==> src/rtl/dot_seq_pkg.sv <==
// rtl/dot_seq_pkg.sv - shared types and widths for the dot-product sequencer
// Purpose: FSM state encoding, datapath widths shared with the macc, and the
//          ReLU helper used when DOT_SEQ_RELU_EN is defined.
// Ports:   none (package).
package dot_seq_pkg;

  localparam int DATA_WIDTH = 16;
  localparam int ACC_WIDTH  = 32;

  typedef enum logic [2:0] {
    IDLE,
    CLEAR,
    STREAM,
    DRAIN,
    DONE
  } state_e;

  function automatic logic signed [ACC_WIDTH-1:0] relu(input logic signed [ACC_WIDTH-1:0] x);
    return x[ACC_WIDTH-1] ? '0 : x;
  endfunction

endpackage

==> src/rtl/dot_seq_ctrl.sv <==
// rtl/dot_seq_ctrl.sv - sequencer driving one macc through a full dot product
// Purpose: on start, clears the macc, streams len element pairs from two
//          1-cycle-latency read ports into it, waits for the final accumulate
//          and presents the result on a valid/ready output.
// Macro:   DOT_SEQ_RELU_EN - when defined, res_data is clamped at zero (ReLU).
// Ports:
//   clk, rst                      clock, asynchronous active-high reset
//   start, len, a_base, b_base    request from the layer scheduler (IDLE only)
//   abort                         synchronous cancel of the current operation
//   busy                          high whenever the FSM is not IDLE
//   a_rd_en/a_rd_addr/a_rd_data   vector A read port (data 1 cycle after en)
//   b_rd_en/b_rd_addr/b_rd_data   vector B read port (data 1 cycle after en)
//   mac_in_valid, mac_a, mac_b    element pair towards the macc
//   mac_clear, mac_acc            macc accumulator clear / current value
//   res_valid, res_ready, res_data  result handshake
module dot_seq_ctrl
  import dot_seq_pkg::*;
#(
  parameter int ADDR_WIDTH = 10,
  parameter int LEN_WIDTH  = 10
) (
  input  logic                         clk,
  input  logic                         rst,
  input  logic                         start,
  input  logic [LEN_WIDTH-1:0]         len,
  input  logic [ADDR_WIDTH-1:0]        a_base,
  input  logic [ADDR_WIDTH-1:0]        b_base,
  input  logic                         abort,
  output logic                         busy,
  output logic                         a_rd_en,
  output logic [ADDR_WIDTH-1:0]        a_rd_addr,
  input  logic signed [DATA_WIDTH-1:0] a_rd_data,
  output logic                         b_rd_en,
  output logic [ADDR_WIDTH-1:0]        b_rd_addr,
  input  logic signed [DATA_WIDTH-1:0] b_rd_data,
  output logic                         mac_in_valid,
  output logic signed [DATA_WIDTH-1:0] mac_a,
  output logic signed [DATA_WIDTH-1:0] mac_b,
  output logic                         mac_clear,
  input  logic signed [ACC_WIDTH-1:0]  mac_acc,
  output logic                         res_valid,
  input  logic                         res_ready,
  output logic signed [ACC_WIDTH-1:0]  res_data
);

  state_e                  state_q;
  logic [LEN_WIDTH-1:0]    len_q;
  logic [LEN_WIDTH-1:0]    idx_q;
  logic [ADDR_WIDTH-1:0]   a_base_q;
  logic [ADDR_WIDTH-1:0]   b_base_q;
  logic [ADDR_WIDTH-1:0]   a_addr_q;
  logic [ADDR_WIDTH-1:0]   b_addr_q;
  logic                    rd_en_q;
  logic                    mac_in_valid_q;
  logic                    mac_clear_q;
  logic                    res_valid_q;

  logic [ADDR_WIDTH-1:0]   a_addr_d;
  logic [ADDR_WIDTH-1:0]   b_addr_d;
  logic                    last_issue_d;
  logic signed [ACC_WIDTH-1:0] res_acc_d;

  // Address sums wrap naturally at ADDR_WIDTH.
  assign a_addr_d     = a_base_q + ADDR_WIDTH'(idx_q);
  assign b_addr_d     = b_base_q + ADDR_WIDTH'(idx_q);
  assign last_issue_d = (idx_q == len_q - LEN_WIDTH'(1));

  // All strobes are registered, so each one appears on the port in the cycle
  // after the state that decides it: mac_clear follows CLEAR, a read issued
  // in the last STREAM cycle is on the port during DRAIN, its data reaches the
  // macc in the first DONE cycle and res_valid rises once that accumulate has
  // landed in mac_acc.
  always_ff @(posedge clk or posedge rst) begin
    if (rst) begin
      state_q        <= IDLE;
      len_q          <= '0;
      idx_q          <= '0;
      a_base_q       <= '0;
      b_base_q       <= '0;
      a_addr_q       <= '0;
      b_addr_q       <= '0;
      rd_en_q        <= 1'b0;
      mac_in_valid_q <= 1'b0;
      mac_clear_q    <= 1'b0;
      res_valid_q    <= 1'b0;
    end else if (abort && (state_q != IDLE)) begin
      // Abort wins over everything, including a DONE handshake; the pipe
      // flag is dropped so the macc sees no further element.
      state_q        <= IDLE;
      rd_en_q        <= 1'b0;
      mac_in_valid_q <= 1'b0;
      mac_clear_q    <= 1'b0;
      res_valid_q    <= 1'b0;
    end else begin
      mac_in_valid_q <= rd_en_q;
      rd_en_q        <= 1'b0;
      mac_clear_q    <= 1'b0;
      case (state_q)
        IDLE: begin
          if (start) begin
            len_q    <= len;
            a_base_q <= a_base;
            b_base_q <= b_base;
            state_q  <= CLEAR;
          end
        end
        CLEAR: begin
          mac_clear_q <= 1'b1;
          idx_q       <= '0;
          state_q     <= (len_q == '0) ? DONE : STREAM;
        end
        STREAM: begin
          rd_en_q  <= 1'b1;
          a_addr_q <= a_addr_d;
          b_addr_q <= b_addr_d;
          idx_q    <= idx_q + LEN_WIDTH'(1);
          if (last_issue_d) begin
            state_q <= DRAIN;
          end
        end
        DRAIN: begin
          state_q <= DONE;
        end
        DONE: begin
          // First DONE cycle lets the final accumulate settle; then the
          // result is offered and held until accepted.
          if (!res_valid_q) begin
            res_valid_q <= 1'b1;
          end else if (res_ready) begin
            res_valid_q <= 1'b0;
            state_q     <= IDLE;
          end
        end
        default: begin
          state_q <= IDLE;
        end
      endcase
    end
  end

`ifdef DOT_SEQ_RELU_EN
  assign res_acc_d = relu(mac_acc);
`else
  assign res_acc_d = mac_acc;
`endif

  // mac_acc is stable while res_valid is high, so passing it through keeps
  // res_data stable for the whole handshake.
  assign res_data     = res_valid_q ? res_acc_d : '0;
  assign res_valid    = res_valid_q;
  assign busy         = (state_q != IDLE);
  assign a_rd_en      = rd_en_q;
  assign b_rd_en      = rd_en_q;
  assign a_rd_addr    = a_addr_q;
  assign b_rd_addr    = b_addr_q;
  assign mac_in_valid = mac_in_valid_q;
  assign mac_clear    = mac_clear_q;
  assign mac_a        = a_rd_data;
  assign mac_b        = b_rd_data;

endmodule

==> config.mk <==
export PLATFORM = sky130hd
export DESIGN_NAME = dot_seq_ctrl
export DESIGN_NICKNAME = d
export VERILOG_FILES = /design/src/rtl/dot_seq_pkg.sv /design/src/rtl/dot_seq_ctrl.sv
export SDC_FILE = /design/constraint.sdc
export NUM_CORES = 1
export LEC_CHECK = 0
export CAP_MARGIN = 10
export CORE_MARGIN = 2
export CORE_UTILIZATION = 46
export DETAILED_ROUTE_END_ITERATION = 8
export PLACE_DENSITY = 0.94
export SYNTH_ARGS = -nofsm -noshare
export SYNTH_HDL_FRONTEND = slang
export SYNTH_SLANG_ARGS = --single-unit
==> constraint.sdc <==
create_clock -name clk -period 4.21 [get_ports clk]
set_input_delay 0.6315 -clock clk [delete_from_list [all_inputs] [get_ports clk]]
set_output_delay 0.6315 -clock clk [all_outputs]
set_load 0.01 [all_outputs]
## Word level (Yosys, flattened, before mapping)

Cells that the tools add are included.

- $add $sub $neg: 4
- Multiply operators: 0
- Div/mod/pow operators: 0
- $lt $le $gt $ge: 0
- Equal/unequal tests: 9
- Shifts and indexed selects: 0
- Mux-type cells: 18
- Bitwise gates (word level): 1
- Reduce and logical (&&, ||, !) cells: 10

Operator list:

| cell | count |
|---|---|
| $mux 32 | 1 |
| $add 10x10->10 | 2 |
| $pmux 10 s2 | 1 |
| $mux 3 | 6 |
| $pmux 3 s5 | 1 |
| $ne 3x3->1 const B | 4 |
| $add 10x1->10 const B | 1 |
| $eq 10x10->1 | 1 |
| $logic_not 10->1 | 1 |
| $sub 10x1->10 const B | 1 |
| $mux 1 | 9 |
| $eq 3x2->1 const B | 2 |
| $reduce_and 2->1 | 2 |
| $reduce_and 4->1 | 1 |
| $reduce_bool 2->1 | 2 |
| $eq 3x1->1 const B | 1 |
| $eq 3x3->1 const B | 1 |
| $logic_not 3->1 | 1 |
| $reduce_and 3->1 | 1 |
| $reduce_bool 3->1 | 1 |
| $logic_and 1x1->1 | 1 |
| $not 1->1 | 1 |

- Bits in registers: 67
- Latch bits: 0
- Memory bits (writable): 0
- Memory bits (read-only): 0
- Input port bits: 99
- Output and inout port bits: 90
- Word-level logic and storage cells: 53
- Memories kept: 0

## Depth between registers and ports, before layout

- Word-level depth: 5
- Gate-level depth with buffers: 9
- Mapped depth without buffers: 9

## Worst setup path before layout

Ideal clock, no wire load.

- Path type: flip-flop to flip-flop
- From: reg idx_q[0]
- To: reg b_addr_q[8], in the netlist b_rd_addr[8]
- Library setup time: 0.095 ns
- Arrival: 2.128 ns
- Required time: 4.115 ns
- Slack: 1.987 ns
- Cell stages (with the launch flop): 10
- Buffers on the path: 0
- Clock period less this slack: 2.223 ns
- Cell sequence: dfrtp_1 > ha_1 > inv_1 > fa_1 > nor2b_1 > o21a_1 > o21ai_0 > a2111oi_0 > nor3_1 > o31ai_1

- Longest elaborated chain between the ends: 1

RTL lines:

| item | RTL line | text |
|---|---|---|
| from (decl) | dot_seq_ctrl.sv:48 | `logic [LEN_WIDTH-1:0] idx_q;` |
| from (signal assigned) | dot_seq_ctrl.sv:116 | `idx_q <= idx_q + LEN_WIDTH'(1);` |
| $add 10x10->10 | dot_seq_ctrl.sv:65 | `assign b_addr_d = b_base_q + ADDR_WIDTH'(idx_q);` |
| to (signal assigned) | dot_seq_ctrl.sv:115 | `b_addr_q <= b_addr_d;` |
| to (decl) | dot_seq_ctrl.sv:52 | `logic [ADDR_WIDTH-1:0] b_addr_q;` |

No other way between the ends.
A chain may end at the register's enable or synchronous reset.

## Final worst setup path

- From: reg res_valid_q, in the netlist res_valid
- To: out res_data[25]

- Longest elaborated chain between the ends: 1

RTL lines:

| item | RTL line | text |
|---|---|---|
| from (decl) | dot_seq_ctrl.sv:56 | `logic res_valid_q;` |
| from (signal assigned) | dot_seq_ctrl.sv:85 | `res_valid_q <= 1'b0;` |
| from (signal assigned) | dot_seq_ctrl.sv:93 | `res_valid_q <= 1'b0;` |
| from (signal assigned) | dot_seq_ctrl.sv:128 | `res_valid_q <= 1'b1;` |
| $mux 32 | dot_seq_ctrl.sv:149 | `assign res_data = res_valid_q ? res_acc_d : '0;` |
| to (decl) | dot_seq_ctrl.sv:43 | `output logic signed [ACC_WIDTH-1:0] res_data` |

No other way between the ends.

==> metrics.yaml <==
place_hpwl_mm: 7.845
syn_nets: 541
multi_input_area_um2: 2106
ir_drop_v: 0.0001883
die_width_um: 99.32
grt_pass1_wl_mm: 17.26
finalSetupViolCount: 0
post_synth.cell_area_avg_um2: 9.974
outcome: "finished clean"
cp_max_fo: 36
yosysMostFrequentCell: "dfrtp_1"
initial_core_util_pct: 47.69
hp-class: "reg2reg"
antenna_found_initial: 0
yosys-top-cells-count: "67 x dfrtp_1, 37 x nand2_1, 33 x and2_1, 33 x buf_4, 29 x o21ai_0"
die-area_um2: 9863
layout.nets: 631
p_leak_nw: 2.379
io_pins: 189
drc_errors: 0
synth_top_cell_by_area: "dfrtp_1"
crit_arrival_ns: 2.06
post-route-period-util_pct: 63.92
num_antenna_cells: 0
synth_ff_type: "dfrtp_1"
p_total_mw: 3.012
n_fill_cell: 663
synth_top_area_share_pct: 40.12
hold_buffers: 0
die_h_um: 99.32
fmax_ghz: 0.3716
postRouteAntennaNets: 0
crit_chain: "and2_1 -> clkdlybuf4s50_1"
gr-total-overflow: 0
maxSlewHeadroom_pct: 29.81
drt_iter0_drc: 157
netlist_instances: 419
cpMaxStageDelayCell: "dfrtp_1"
firstDrtPassIters: 4
syn-cell-area_um2: 4179
track_usage_pct: 21.93
slew_viol_final: 0
final.setup.tns_ns: 0
h-tree-depth: 3
first_global_vias: 3454
cts_sinks: 67
critPathLaunchType: "flop"
async_flop_share_pct: 100.0
regArea_um2: 1677
synth_seq_area_share_pct: 40.12
vias: 3377
ys_warn_count: 0
drive_gt1_share_pct: 10.70
criticalPathCategory: "reg2out"
crit_required_ns: 3.58
cp-end-kind: "primary output"
cap_violations: 0
io_buffers: 124
hold_viol_final: 0
routedWlPerCell_um: 16.62
place_congestion: 0.8690
core_area_um2: 8763
synth_cell_types: 56
insertion_delay_ns: 0.35
cts_resized: 0
viasPerCell: 5.429
cpLargestDelayFamily: "flip-flops"
fin_util_pct: 62.69
rsz0062_at_grt: "no"
synth_edf_count: 0
post_cts_buffers: 0
cts_tree: "yes"
synth-seq-cells: 67
grt_max_degree: 52
worst_clock_skew_ns: 0.01034
areaGrowthSynthToFinish_pct: 31.47
worstMarginPinSlew_ns: 1.051
power_density_nw_per_um2: 548.2
synthTopCellsByArea: "dfrtp_1 40%, mux2_2 7.0%, ha_1 6.3%"
clock_path_buffers: 2
cpPeakStageDelay_ns: 0.87
rows: 34
wl_mm: 10.34
cp_num_buf_inv: 1
numCtsBuffers: 9
min_period_ns: 2.691
path_clk_slew_ns: 0.08
root_buffer: "clkbuf_8"
[registers in the layout (all words and copies together), names as in the netlist]
| register | flops |
|---|---|
| b_rd_addr | 10 |
| b_base_q | 10 |
| state_q | 3 |
| a_rd_en | 1 |
| mac_in_valid | 1 |
| a_rd_addr | 10 |
| res_valid | 1 |
| mac_clear | 1 |
| a_base_q | 10 |
| len_q | 10 |
| idx_q | 10 |
[cells by family after synthesis]
| group | after synthesis | share of synthesized area, % |
|---|---|---|
| adders and majority gates | 23 | 7.245 |
| xor gates and xnor gates | 31 | 6.497 |
| and+or+nand+nor | 131 | 17.96 |
| muxes | 28 | 7.515 |
| buffers and inverters | 65 | 9.491 |
| DFF | 67 | 40.12 |
| AOI/OAI and AO/OA | 74 | 11.17 |
[metrics by stage]
step | worst slack [ns] | hold slack [ns] | instance area (µm²) | std cells
final | 1.519 | 0.4754 | 5494 | 622
after global routing | 1.358 | 0.5167 | 5494 | 622
after CTS | 1.502 | 0.4824 | 5494 | 622
after detailed placement | 1.499 | 0.4649 | 5246 | 606
after global placement | 1.580 | 0.4637 | 5246 | 606
after floorplan | 1.895 | 0.4785 | 4179 | 419
[worst reg2reg max path: stages (launching register included)]
cell and delay (ns):
dfrtp_1 0.53, ha_1 0.26, inv_1 0.07, fa_1 0.41, nor2b_1 0.12, o21a_1 0.13, o21ai_0 0.12, a2111oi_0 0.58
o21a_1 0.20, o31ai_1 0.07
[power breakdown]
group          internal [mW]  switching, mW
logic                  0.705          0.555
clock network          0.398          0.276
registers              0.853          0.224
[cells in the final DEF (no fill, tap or decap), types with 2 or more instances in the layout]
cell / instances
xnor2_1: 13
nand3_1: 4
o31ai_1: 4
a21oi_1: 9
a21boi_0: 2
o21ai_0: 29
mux2_2: 26
nand2b_1: 2
inv_6: 3
or3_1: 7
dfrtp_1: 67
a31oi_1: 2
a211oi_1: 5
inv_1: 16
and2_1: 33
a21o_1: 5
clkdlybuf4s50_1: 124
o21a_1: 5
nor2_1: 16
nand2_1: 37
nand4_1: 3
ha_1: 21
buf_4: 2
xor2_1: 18
o21bai_1: 3
nor3_1: 10
clkbuf_8: 9
nor4b_1: 2
nand3b_1: 2
fa_1: 2
nor2b_1: 4
bufinv_16: 3
[final timing paths]
check                          endpoint  slack [ns]          from  depth (start not counted)
setup / recovery           res_data[25]        1.52     res_valid                          2
hold / removal             a_rd_addr[4]        0.48  a_rd_addr[4]                          2
setup reg to reg           b_rd_addr[8]        1.60      idx_q[0]                          9
hold reg to reg            a_rd_addr[4]        0.48  a_rd_addr[4]                          2
max in group asynchronous   b_base_q[6]        2.53           rst                          3
min in group asynchronous   a_base_q[0]        0.85           rst                          2
[routing by layer]
metal | global-route usage, % | vias to the layer above | share of wire, %
met5 | 0 | - | 0
met4 | 10.01 | 0 | 2.9
met3 | 4.146 | 36 | 6.8
met2 | 36.23 | 142 | 49
met1 | 27.99 | 1602 | 41
li1 | - | 1597 | -
[final cells by class]
| class | count | share of cell area (%) |
|---|---|---|
| Multi-Input combinational cell | 287 | 38.33 |
| Clock inverter | 7 | 2.255 |
| Sequential cell | 67 | 30.52 |
| Tap cell | 108 | 2.460 |
| Inverter | 18 | 1.321 |
| Clock buffer | 9 | 2.255 |
| Timing Repair Buffer | 126 | 22.86 |
Note: power is estimated with default switching activity, not from simulation.
